## src/rtl/mips_mem_pkg.sv

```systemverilog
// Shared definitions for the data-memory side of the multicycle datapath.
// Contents:
//   size_t  - access size encodings as carried on the 2-bit size field
//   state_t - store FSM states (IDLE -> CHECK -> WRITE -> FINISH)
//   BE_*    - byte-enable patterns for the two halfword lanes
package mips_mem_pkg;

    typedef enum logic [1:0] {
        SZ_BYTE = 2'b00,
        SZ_HALF = 2'b01,
        SZ_WORD = 2'b10,
        SZ_ILL  = 2'b11
    } size_t;

    typedef enum logic [1:0] {
        S_IDLE   = 2'b00,
        S_CHECK  = 2'b01,
        S_WRITE  = 2'b10,
        S_FINISH = 2'b11
    } state_t;

    localparam logic [3:0] BE_LO_HALF = 4'b0011;
    localparam logic [3:0] BE_HI_HALF = 4'b1100;
    localparam logic [3:0] BE_WORD    = 4'b1111;

endpackage

```

## src/rtl/store_lane_align.sv

```systemverilog
// Combinational lane alignment for 32-bit little-endian data memory.
// Ports:
//   size     in  2   access size (size_t encoding)
//   addr_lo  in  2   low two bits of the byte address
//   data     in  32  register value to be stored
//   wdata    out 32  value replicated into every lane the size could occupy
//   be       out 4   byte enables, bit i = byte lane i
//   misalign out 1   illegal size or address not aligned to the size
//   fits     out 1   data equals the sign extension of its low byte/half
// Pure function of its inputs so the load path can reuse it in reverse.
module store_lane_align
    import mips_mem_pkg::*;
(
    input  logic [1:0]  size,
    input  logic [1:0]  addr_lo,
    input  logic [31:0] data,
    output logic [31:0] wdata,
    output logic [3:0]  be,
    output logic        misalign,
    output logic        fits
);

    always_comb begin
        wdata    = 32'd0;
        be       = 4'b0000;
        misalign = 1'b0;
        fits     = 1'b0;
        case (size_t'(size))
            SZ_BYTE: begin
                wdata = {4{data[7:0]}};
                be    = 4'b0001 << addr_lo;
                // Sign extension of the low byte reproduces data only when
                // bits 31..7 are all copies of bit 7.
                fits  = (&data[31:7]) | ~(|data[31:7]);
            end
            SZ_HALF: begin
                wdata    = {2{data[15:0]}};
                be       = addr_lo[1] ? BE_HI_HALF : BE_LO_HALF;
                misalign = addr_lo[0];
                fits     = (&data[31:15]) | ~(|data[31:15]);
            end
            SZ_WORD: begin
                wdata    = data;
                be       = BE_WORD;
                misalign = |addr_lo;
                fits     = 1'b1;
            end
            default: begin
                misalign = 1'b1;
            end
        endcase
    end

endmodule

```

## src/rtl/store_narrow_unit.sv

```systemverilog
// Store narrowing unit: captures a store request, aligns the data into the
// byte lanes of a 32-bit memory word and performs the write with a
// request/acknowledge handshake, aborting after ACK_TIMEOUT cycles.
// Ports:
//   clock, reset_n      clock, asynchronous active-low reset
//   start               store request, sampled only in IDLE
//   size, addr          access size (size_t) and byte address
//   store_data          register value to store
//   busy                high in every state except IDLE
//   mem_req             write request, high for the whole WRITE state
//   mem_addr, mem_wdata word-aligned address and lane-replicated data
//   mem_be              byte enables (0 outside a valid write)
//   mem_ack             memory accepted the write
//   done                one-cycle pulse when the operation ends
//   fault, fits         status, valid with done and held until next start
//   state_dbg           current FSM state (state_t encoding)
//
// Handshake: mem_req rises on entry to WRITE and stays high, with mem_addr,
// mem_wdata and mem_be stable, until the first cycle in which mem_ack is
// sampled high (the write completes in that cycle) or the timeout expires.
// mem_ack is ignored whenever mem_req is low.
module store_narrow_unit
    import mips_mem_pkg::*;
#(
    parameter int DATA_W      = 32,
    parameter int ADDR_W      = 32,
    parameter int ACK_TIMEOUT = 15
) (
    input  logic              clock,
    input  logic              reset_n,
    input  logic              start,
    input  logic [1:0]        size,
    input  logic [ADDR_W-1:0] addr,
    input  logic [DATA_W-1:0] store_data,
    output logic              busy,
    output logic              mem_req,
    output logic [ADDR_W-1:0] mem_addr,
    output logic [DATA_W-1:0] mem_wdata,
    output logic [3:0]        mem_be,
    input  logic              mem_ack,
    output logic              done,
    output logic              fault,
    output logic              fits,
    output logic [1:0]        state_dbg
);

    // Counter value in the last WRITE cycle before the abort.
    localparam logic [7:0] TMO_LAST = 8'(ACK_TIMEOUT - 1);

    state_t state, state_nxt;

    logic [1:0]        size_q;
    logic [ADDR_W-1:0] addr_q;
    logic [DATA_W-1:0] data_q;
    logic [7:0]        tmo_cnt;

    logic [31:0] la_wdata;
    logic [3:0]  la_be;
    logic        la_misalign;
    logic        la_fits;
    logic        write_end;

    store_lane_align u_align (
        .size     (size_q),
        .addr_lo  (addr_q[1:0]),
        .data     (data_q),
        .wdata    (la_wdata),
        .be       (la_be),
        .misalign (la_misalign),
        .fits     (la_fits)
    );

    // Ack wins over a timeout landing in the same cycle; both leave WRITE.
    assign write_end = mem_ack | (tmo_cnt == TMO_LAST);

    always_ff @(posedge clock or negedge reset_n) begin
        if (!reset_n) state <= S_IDLE;
        else          state <= state_nxt;
    end

    always_comb begin
        state_nxt = state;
        case (state)
            S_IDLE:   if (start) state_nxt = S_CHECK;
            S_CHECK:  state_nxt = la_misalign ? S_FINISH : S_WRITE;
            S_WRITE:  if (write_end) state_nxt = S_FINISH;
            S_FINISH: state_nxt = S_IDLE;
            default:  state_nxt = S_IDLE;
        endcase
    end

    always_ff @(posedge clock or negedge reset_n) begin
        if (!reset_n) begin
            size_q    <= 2'b00;
            addr_q    <= '0;
            data_q    <= '0;
            mem_addr  <= '0;
            mem_wdata <= '0;
            mem_be    <= 4'b0000;
            tmo_cnt   <= 8'd0;
            fault     <= 1'b0;
            fits      <= 1'b0;
        end else begin
            case (state)
                S_IDLE: begin
                    if (start) begin
                        size_q <= size;
                        addr_q <= addr;
                        data_q <= store_data;
                        fault  <= 1'b0;
                        fits   <= 1'b0;
                    end
                end
                S_CHECK: begin
                    mem_addr  <= {addr_q[ADDR_W-1:2], 2'b00};
                    mem_wdata <= la_wdata;
                    mem_be    <= la_misalign ? 4'b0000 : la_be;
                    fault     <= la_misalign;
                    fits      <= la_fits;
                    tmo_cnt   <= 8'd0;
                end
                S_WRITE: begin
                    if (write_end) begin
                        // Enables drop together with mem_req.
                        mem_be  <= 4'b0000;
                        tmo_cnt <= 8'd0;
                        fault   <= ~mem_ack;
                    end else begin
                        tmo_cnt <= tmo_cnt + 8'd1;
                    end
                end
                S_FINISH: begin
                    tmo_cnt <= 8'd0;
                end
                default: ;
            endcase
        end
    end

    assign busy      = (state != S_IDLE);
    assign mem_req   = (state == S_WRITE);
    assign done      = (state == S_FINISH);
    assign state_dbg = state;

endmodule
```

## config.mk

```make
export PLATFORM = sky130hd
export DESIGN_NAME = store_narrow_unit
export DESIGN_NICKNAME = d
export VERILOG_FILES = /design/src/rtl/mips_mem_pkg.sv /design/src/rtl/store_lane_align.sv /design/src/rtl/store_narrow_unit.sv
export SDC_FILE = /design/constraint.sdc
export NUM_CORES = 1
export LEC_CHECK = 0
export CORE_MARGIN = 5
export CORE_UTILIZATION = 50
export DETAILED_ROUTE_END_ITERATION = 16
export PLACE_DENSITY = 0.88
export SYNTH_ARGS = -nofsm -noshare
export SYNTH_HDL_FRONTEND = slang
export SYNTH_HIERARCHICAL = 1
export SYNTH_SLANG_ARGS = --single-unit
```

## constraint.sdc

```tcl
create_clock -name clock -period 2.4 [get_ports clock]
set_clock_uncertainty 0.15 [all_clocks]
set_input_delay 0.24 -clock clock [delete_from_list [all_inputs] [get_ports clock]]
set_output_delay 0.24 -clock clock [all_outputs]
set_load 0.02 [all_outputs]
```

==> results.json <==
{
  "cap_violations": 0,
  "fillCellCount": 918,
  "ir_worst_vdd_v": 0.000873,
  "status": "finished, final reports clean",
  "swShare": 0.353,
  "relSlewSlack": 0.591,
  "die_h_um": 122,
  "cp_max_fo": 10,
  "crit_arrival_ns": 1.80,
  "grt_max_degree": 67,
  "crit_slowest_cell": "dfrtp_1",
  "power_density_mw_per_mm2": 1480,
  "final_common_cell": "dfrtp_1",
  "p_int_uw": 8210,
  "ys_warn_count": 6,
  "finalCritPeriodShare": 0.914,
  "final_hold_viol_count": 0,
  "start_util": 0.505,
  "cp-start-kind": "flop",
  "first_pass_iters": 4,
  "grt_pass1_wl_mm": 24.8,
  "max_stage_delay_ns": 0.41,
  "first_iter_violations": 368,
  "synth_cell_types": 46,
  "hold_ws_ns": 0.131,
  "slew_violations": 0,
  "min-delay-path-class": "input port to async pin",
  "postSynthAreaPerCell_um2": 13.1,
  "grt_pass1_vias": 4728,
  "ys_ff_latch": 144,
  "clock-sinks": 144,
  "rows": 41,
  "wl_per_cell_um": 18.8,
  "drc": 0,
  "wl_mm": 15.3,
  "cts_buffer_depth": 2,
  "reg2reg_depth": 6,
  "ys_seq_area_frac": 0.570,
  "fmax_mhz": 456,
  "synth_area_mm2": 0.00633,
  "setup_violations": 0,
  "gr-total-overflow": 0,
  "place_congestion": 0.872,
  "rsz0062_at_grt": "false",
  "p_sw_uw": 4480,
  "clock_power_share": 0.208,
  "hpwlAfterDp_mm": 10.8,
  "path_clk_slew_ns": 0.06,
  "path_cells": "inv_1 -> ha_2 -> inv_1 -> dlygate4sd2_1",
  "drive_above_1_share": 0.289,
  "antenna_cells": 0,
  "num-nets-final": 707,
  "cpMostUsedCell": "inv_1",
  "vias": 4452,
  "area_growth_pct": 35.4,
  "syn_inst": 483,
  "final_cell_mix": "dfrtp_1 (144), clkdlybuf4s50_1 (139), mux2_2 (131)",
  "total_leakage_power_uw": 0.00367,
  "fin_crit_ns": 2.19,
  "viasPerCell": 5.46,
  "dieWidth_um": 122,
  "p_comb_frac": 0.441,
  "worst_slew_pin_slew_ns": 0.612,
  "cts_made_buffers": 17,
  "seq_power_share": 0.351,
  "postRouteAntennaNets": 0,
  "antenna_found_initial": 0,
  "worstSkewPairLatency_ns": 0.41,
  "cts-root-buf": "clkbuf_16",
  "die_area_mm2": 0.0150,
  "path_class": "flop to output pin",
  "cts_tree": "built",
  "core_mm2": 0.0125,
  "cp.required_ns": 2.01,
  "tns_ns": 0,
  "worstSetupEndpointType": "output pin",
  "ios": 145,
  "grt_usage": 0.216,
  "cts_max_level": 4,
  "portBuffers": 142
}
## registers in the layout, indices dropped and copies added, names as in the netlist
signal,count
state_dbg,2
data_q,32
size_q,2
mem_addr,30
addr_q,32
fault,1
mem_wdata,32
fits,1
tmo_cnt,8
mem_be,4
## synthesized netlist by cell type, drive strengths merged
library cell  count  share of area
dfrtp           144           0.57
inv               5         0.0030
a21o              9          0.011
clkbuf           11         0.0065
nor3b             1         0.0012
a41oi             2         0.0028
nor2              9         0.0057
a221oi            1         0.0014
nor3              6         0.0081
a31oi             6         0.0059
and4b             1         0.0016
buf              15          0.014
nand3             3         0.0024
a21boi            2         0.0024
and2              8         0.0079
o21ai            26          0.021
a32o              1         0.0016
ha                7          0.014
nand3b            1         0.0012
mux2i             2         0.0032
o21a              2         0.0024
a22o              2         0.0028
mux2            131           0.23
nand2b            3         0.0030
and4              1         0.0014
or4               4         0.0059
conb              1        0.00059
nor4              4         0.0049
nor2b            14          0.014
a211oi            1         0.0012
or3               1        0.00099
a21oi            29          0.026
and3              2         0.0020
nand4             6         0.0059
nand2            22          0.013
## power by group through the flow
stage | Combinational [uW] | Clock (uW) | Sequential, uW
finish | 5600 | 2640 | 4450
global route | 6000 | 2800 | 4630
CTS | 5640 | 2680 | 4460
detailed placement | 5580 | 0 | 4470
global placement | 5390 | 0 | 4380
floorplan | 2960 | 0 | 4890
## per-stage QoR
step	cells	total power (uW)	utilization	area, um2	setup slack, ns
detailed placement	782	10000	0.635	7950	0.309
finish	815	12700	0.684	8560	0.207
global route	815	13400	0.684	8560	0.0804
global placement	782	9770	0.635	7950	0.405
floorplan	484	7850	-	6330	0.315
CTS	815	12800	0.684	8560	0.0712
## metal layers
metal | vias to the layer above | global-route usage | part of all wire
met2 | 165 | 0.357 | 0.51
met3 | 22 | 0.0673 | 0.075
li1 | 2031 | - | -
met4 | 0 | 0.0889 | 0.022
met5 | - | 0 | 0
met1 | 2234 | 0.265 | 0.39
## logic make-up (layout without fill, tap and decap cells)
group           Yosys count  in the layout  synth area share
mux                     133            133             0.236
buf+inv                  31            190            0.0231
simple gates             86             86            0.0791
flops                   144            144             0.570
other cells               1              2          0.000593
fa+ha+maj                 7              7            0.0138
compound gates           81             81            0.0775
## what timing repair did
action	in CTS	in global routing
hold buffers	1	0
pin swaps	0	0
setup buffers	0	0
resized for setup	2	1
hold endpoints to repair	144	0
setup endpoints to repair	1	1
gates cloned	0	0
## worst max-delay path, delay by kind of cell, from the launching register on
kind	cells	cell delay (ns)
buffers and inverters	3	0.67
flip-flops	1	0.41
adder cells (fa/ha/maj)	1	0.31
## worst paths after layout
path,end,start,slack [ns]
setup reg to reg,mem_be[3],state_dbg[1],0.30
setup / recovery,busy,state_dbg[0],0.21
hold / removal,mem_wdata[22],reset_n,0.13
max in group asynchronous,mem_wdata[11],reset_n,1.28
hold reg to reg,addr_q[21],addr_q[21],0.35
min in group clock,addr_q[8],addr[8],0.29
## final cells by class
type / instances / area (um2) / share of cell area
well taps: 172 / 215 / 0.0251
repair buffers: 153 / 1530 / 0.179
multi-input cells: 309 / 2590 / 0.302
clock inverters: 8 / 103 / 0.0120
clock buffers: 24 / 502 / 0.0586
flip-flops and latches: 144 / 3600 / 0.421
inverters: 5 / 18.8 / 0.00219
(Power assumes the default switching activity.)
